File: config.mk
export PLATFORM = sky130hd
export DESIGN_NAME = epl_serial_bridge
export DESIGN_NICKNAME = d
export VERILOG_FILES = /design/src/rtl/epl_serial_bridge.sv
export SDC_FILE = /design/constraint.sdc
export NUM_CORES = 1
export LEC_CHECK = 0
export ABC_AREA = 1
export CORE_MARGIN = 3
export CORE_UTILIZATION = 54
export DETAILED_ROUTE_END_ITERATION = 6
export PLACE_DENSITY_LB_ADDON = 0.08
export SLEW_MARGIN = 15
export SYNTH_ARGS = -nofsm -noshare
export SYNTH_HDL_FRONTEND = slang
export SYNTH_SLANG_ARGS = --single-unit
File: constraint.sdc
create_clock -name clk -period 3.1 [get_ports clk]
set_input_delay 0.31 -clock clk [delete_from_list [all_inputs] [get_ports clk]]
set_output_delay 0.31 -clock clk [all_outputs]
set_load 0.05 [all_outputs]
File: src/rtl/epl_serial_bridge.sv
// Parametrised EPL serial bridge: shifts a parallel word through an external
// shift-register chain, latches it with SLE and returns the captured word.
//
// state    | meaning
// S_IDLE   | waiting for start (or auto restart)
// S_LOAD   | load word, present first SDI bit
// S_SHIFT  | toggle SCLK, capture SDO on rise, drive SDI on fall
// S_LATCH  | SLE high for CLK_DIV cycles
// S_UPDATE | port_o refreshed, done pulse
module epl_serial_bridge #(
  parameter int WIDTH     = 32,
  parameter int CLK_DIV   = 1,
  parameter int MSB_FIRST = 1,
  parameter int AUTO      = 0
) (
  input  logic             clk,
  input  logic             reset,
  input  logic             start,
  input  logic [WIDTH-1:0] port_i,
  output logic [WIDTH-1:0] port_o,
  output logic             busy,
  output logic             done,
  output logic             EPL_SCLK,
  output logic             EPL_SDI,
  input  logic             EPL_SDO,
  output logic             EPL_SLE,
  input  logic             EPL_INT,
  output logic             int_o
);

  localparam int CW = $clog2(WIDTH + 1);
  localparam int DW = (CLK_DIV > 1) ? $clog2(CLK_DIV) : 1;

  typedef enum logic [2:0] {
    S_IDLE,
    S_LOAD,
    S_SHIFT,
    S_LATCH,
    S_UPDATE
  } state_t;

  state_t           state, next_state;
  logic [WIDTH-1:0] shift_reg;
  logic [CW-1:0]    bit_cnt;
  logic [DW-1:0]    div_cnt;
  logic             int_s1;

  logic             div_tc;
  logic             sclk_rise;
  logic             sclk_fall;
  logic             out_bit;
  logic [WIDTH-1:0] shifted;

  assign div_tc    = (div_cnt == DW'(CLK_DIV - 1));
  assign sclk_rise = (state == S_SHIFT) && div_tc && !EPL_SCLK;
  assign sclk_fall = (state == S_SHIFT) && div_tc && EPL_SCLK;
  assign busy      = (state != S_IDLE);

  // After a rising edge the next outgoing bit sits at the shift-out end.
  assign out_bit = (MSB_FIRST != 0) ? shift_reg[WIDTH-1] : shift_reg[0];
  assign shifted = (MSB_FIRST != 0) ? {shift_reg[WIDTH-2:0], EPL_SDO}
                                    : {EPL_SDO, shift_reg[WIDTH-1:1]};

  always_ff @(posedge clk or negedge reset) begin
    if (!reset) state <= S_IDLE;
    else        state <= next_state;
  end

  always_comb begin
    next_state = state;
    case (state)
      S_IDLE:   if ((AUTO != 0) || start) next_state = S_LOAD;
      S_LOAD:   next_state = S_SHIFT;
      S_SHIFT:  if (sclk_fall && (bit_cnt == '0)) next_state = S_LATCH;
      S_LATCH:  if (div_tc) next_state = S_UPDATE;
      S_UPDATE: next_state = S_IDLE;
      default:  next_state = S_IDLE;
    endcase
  end

  always_ff @(posedge clk or negedge reset) begin
    if (!reset) begin
      shift_reg <= '0;
      bit_cnt   <= '0;
      div_cnt   <= '0;
      port_o    <= '0;
      done      <= 1'b0;
      EPL_SCLK  <= 1'b0;
      EPL_SDI   <= 1'b0;
      EPL_SLE   <= 1'b0;
    end else begin
      done <= 1'b0;
      case (state)
        S_LOAD: begin
          shift_reg <= port_i;
          bit_cnt   <= CW'(WIDTH);
          div_cnt   <= '0;
          EPL_SDI   <= (MSB_FIRST != 0) ? port_i[WIDTH-1] : port_i[0];
        end
        S_SHIFT: begin
          div_cnt <= div_tc ? '0 : div_cnt + DW'(1);
          if (div_tc) EPL_SCLK <= ~EPL_SCLK;
          if (sclk_rise) begin
            shift_reg <= shifted;
            bit_cnt   <= bit_cnt - CW'(1);
          end
          if (sclk_fall) begin
            if (bit_cnt != '0) EPL_SDI <= out_bit;
            else               EPL_SLE <= 1'b1;
          end
        end
        S_LATCH: begin
          div_cnt <= div_tc ? '0 : div_cnt + DW'(1);
          if (div_tc) begin
            EPL_SLE <= 1'b0;
            port_o  <= shift_reg;
            done    <= 1'b1;
          end
        end
        default: div_cnt <= '0;
      endcase
    end
  end

  // Two-flop synchroniser for the asynchronous chain interrupt.
  always_ff @(posedge clk or negedge reset) begin
    if (!reset) begin
      int_s1 <= 1'b0;
      int_o  <= 1'b0;
    end else begin
      int_s1 <= EPL_INT;
      int_o  <= int_s1;
    end
  end

endmodule

==> summary.md <==
| Metric | Value |
|---|---|
| Mean Syn Cell Area | approximately 8.7 um2 |
| Leak pwr | between 2 and 2.5 nW |
| Area delta synth->final | 27.5% |
| Worst setup path startpoint | state[1] |
| DR iter-0 viols | 162 |
| Initial Util | between 50% and 60% |
| Cts bufs inserted | 9 |
| Routed Antenna Nets | 0 |
| Final Hold Fails | 0 |
| Req. time, crit path | approximately 2800 ps |
| Layout Skew | 10.6 ps |
| Hold buffer count at cts | 0 |
| Unique masters post-synth | 20 |
| Reg2Reg Depth | 5 |
| Clk_lat worst skew | 350 ps |
| Core box area | around 6000 um2 |
| Placed cell count | 521 |
| Antenna diodes | 0 |
| RR Endpoint | shift_reg[23] |
| Final Setup Violations | 0 |
| Synth async-reset ratio | 100% |
| Nets | around 500 |
| CP max FO | 4 |
| Cell Pwr Density | 1180 nW/um2 |
| Share of cells above drive strength 1 | 5.63% |
| Mapped Cells | just under 400 |
| Fillers | 475 |
| Post-Route Setup TNS | 0 ps |
| Max_cap viols | 0 |
| Setup crit start kind | register |
| Gr usage total | 20.8% |
| Half-perimeter wire length after placement | 4490 um |
| Global-route wire length before repair | 12000 um |
| Die Ht | 85.3 um |
| Largest net degree at the start of global routing | 80 |
| Status | finished, final reports clean |
| Total number of vias | 2698 |
| Placer Congestion | 0.881 |
| Commonest non-fill, non-tap cells in the layout | nand2_1, dfrtp_1, clkdlybuf4s50_1 |
| Final Max Slew Viols | 0 |
| Post-Syn Area | about 3400 um2 |
| Post-Syn Nets | 429 |
| Wire length per cell | between 10 and 15 um |
| Vias in the first global route | 2657 |
| End point of the critical path | busy |
| Reg-to-Reg Start | state[0] |
| CTS tree | built |
| Most used DFF post-synth | dfrtp_1 |
| GRT overflow | 0 |
| Sequential cell area fraction in the yosys report | 58.2% |
| Worst min-delay path category | input port to asynchronous set/reset pin |
| TritonRoute pass-1 iters | 4 |
| Crit end category | primary output |
| Io pins | 75 |
| Slowest stage delay, CP | 810 ps |
| DRC Markers | 0 |
| Post-CTS Setup Inserts | 0 |
| Cell Chain, Critical Path | inv_2 > nand2_1 > clkdlybuf4s50_1 |
| RSZ-0062 raised after global routing | no |
| Post-synth EDFFs | 0 |
| Yosys warnings | 0 |
| Internal reg-to-reg setup slack | 1120 ps |
| CTS sink cnt | just under 80 |
| Port Buffers | 74 |
| CP max stage cell | clkdlybuf4s50_1 |
| Initial antenna violation count | 0 |
| Worst-Margin Slew | between 1000 and 1500 ps |
| Drt total wl | around 6800 um |
| VDD IR max | 0.751 mV |
| Slew headroom | 27.4% |
| Minimum clock period | 2120 ps |
| Clk buf depth | 2 |
| Reg area | 1980 um2 |
| Max Freq | 0.472 GHz |
| Seq cells post-synth | 79 |
| Clk root buf | clkbuf_8 |
| Multi-input gate area | 1120 um2 |
| Finished Layout Cells | ~540 |
| Kind of critical path | register to primary output |
| Clock transition at path regs | 80 ps |
| Commonest non-fill, non-tap cell in the layout | nand2_1 |
| Die Wd | 85.3 um |
| Htree depth | 3 |
| Post_cts resized | 0 |
| Critical Path AT | 1810 ps |
| Tcrit/Tclk final | between 60 and 70% |
| DIE AREA | between 7000 and 8000 um2 |
| FP Rows | 28 |
| Via density | between 5 and 6 |
[cells in the mapped netlist, types with 2 or more instances]
cell type    n  area share, %
nand2_1    116             13
dfrtp_1     79             58
o21ai_0     52            7.7
o21ai_1     46            6.8
inv_1       42            4.6
buf_2       11            1.6
nor2_1      11            1.2
nand3_1      9            1.3
buf_6        5            1.7
clkbuf_1     5           0.55
inv_2        3           0.33
ha_1         2           0.74
nand2_2      2           0.37
[where the power goes]
| part | internal (mW) | switching, mW | total (mW) | leakage, nW |
|---|---|---|---|---|
| sequential | 1.48 | 0.210 | 1.69 | 1.00 |
| combinational | 0.829 | 1.78 | 2.61 | 0.981 |
| clock | 0.452 | 0.360 | 0.812 | 0.104 |
[critical path: cells and delay by family (launching register included)]
family / cells / cell delay [ps]
buf+inv: 2 / 880
flops: 1 / 490
simple gates: 1 / 100
[layer usage]
metal  routed length [um]  track usage, %
met2                 3260            32.9
met3                  385            5.15
met5                    0               0
met1                 3060            28.0
met4                  115            7.34
[kinds of logic (layout without fill, tap and decap cells)]
logic type                 count (synthesis)  in the layout  share of synthesized area [%]
adders and majority gates                  2              2                          0.737
and+or+nand+nor                          141            141                           16.9
xor gates and xnor gates                   1              1                          0.258
DFF                                       79             79                           58.2
AOI/OAI and AO/OA                        101            101                           15.0
buffers and inverters                     66            138                           8.81
[area by class of cell]
type | instances | area share, %
multi-input cells | 245 | 26.0
repair buffers | 77 | 17.6
clock inverters | 4 | 1.62
flip-flops and latches | 79 | 45.7
well taps | 75 | 2.17
inverters | 45 | 3.90
clock buffers | 12 | 3.12
[stage by stage]
stage / hold slack, ps / cell area, um2 / utilization (%) / worst slack (ps) / total power [mW]
floorplan: 14.4 / 3400 / - / 1610 / 3.65
global placement: 335 / 4130 / 68.9 / 1220 / 4.25
detailed placement: 342 / 4130 / 68.9 / 1150 / 4.32
CTS: 157 / 4330 / 72.3 / 965 / 5.15
global route: 184 / 4330 / 72.3 / 846 / 5.52
finish: 94.9 / 4330 / 72.3 / 981 / 5.11
[worst min-delay path by stage]
stage | start | slack, ps | endpoint | cells after the start
final | reset | 90 | int_s1 | 1
after global placement | int_s1 | 340 | int_o | 0
after floorplan | reset | 10 | EPL_SCLK | 0
after CTS | reset | 160 | int_o | 1
after detailed placement | int_s1 | 340 | int_o | 0
after global routing | reset | 180 | bit_cnt[3] | 1
(Power assumes the default switching activity.)
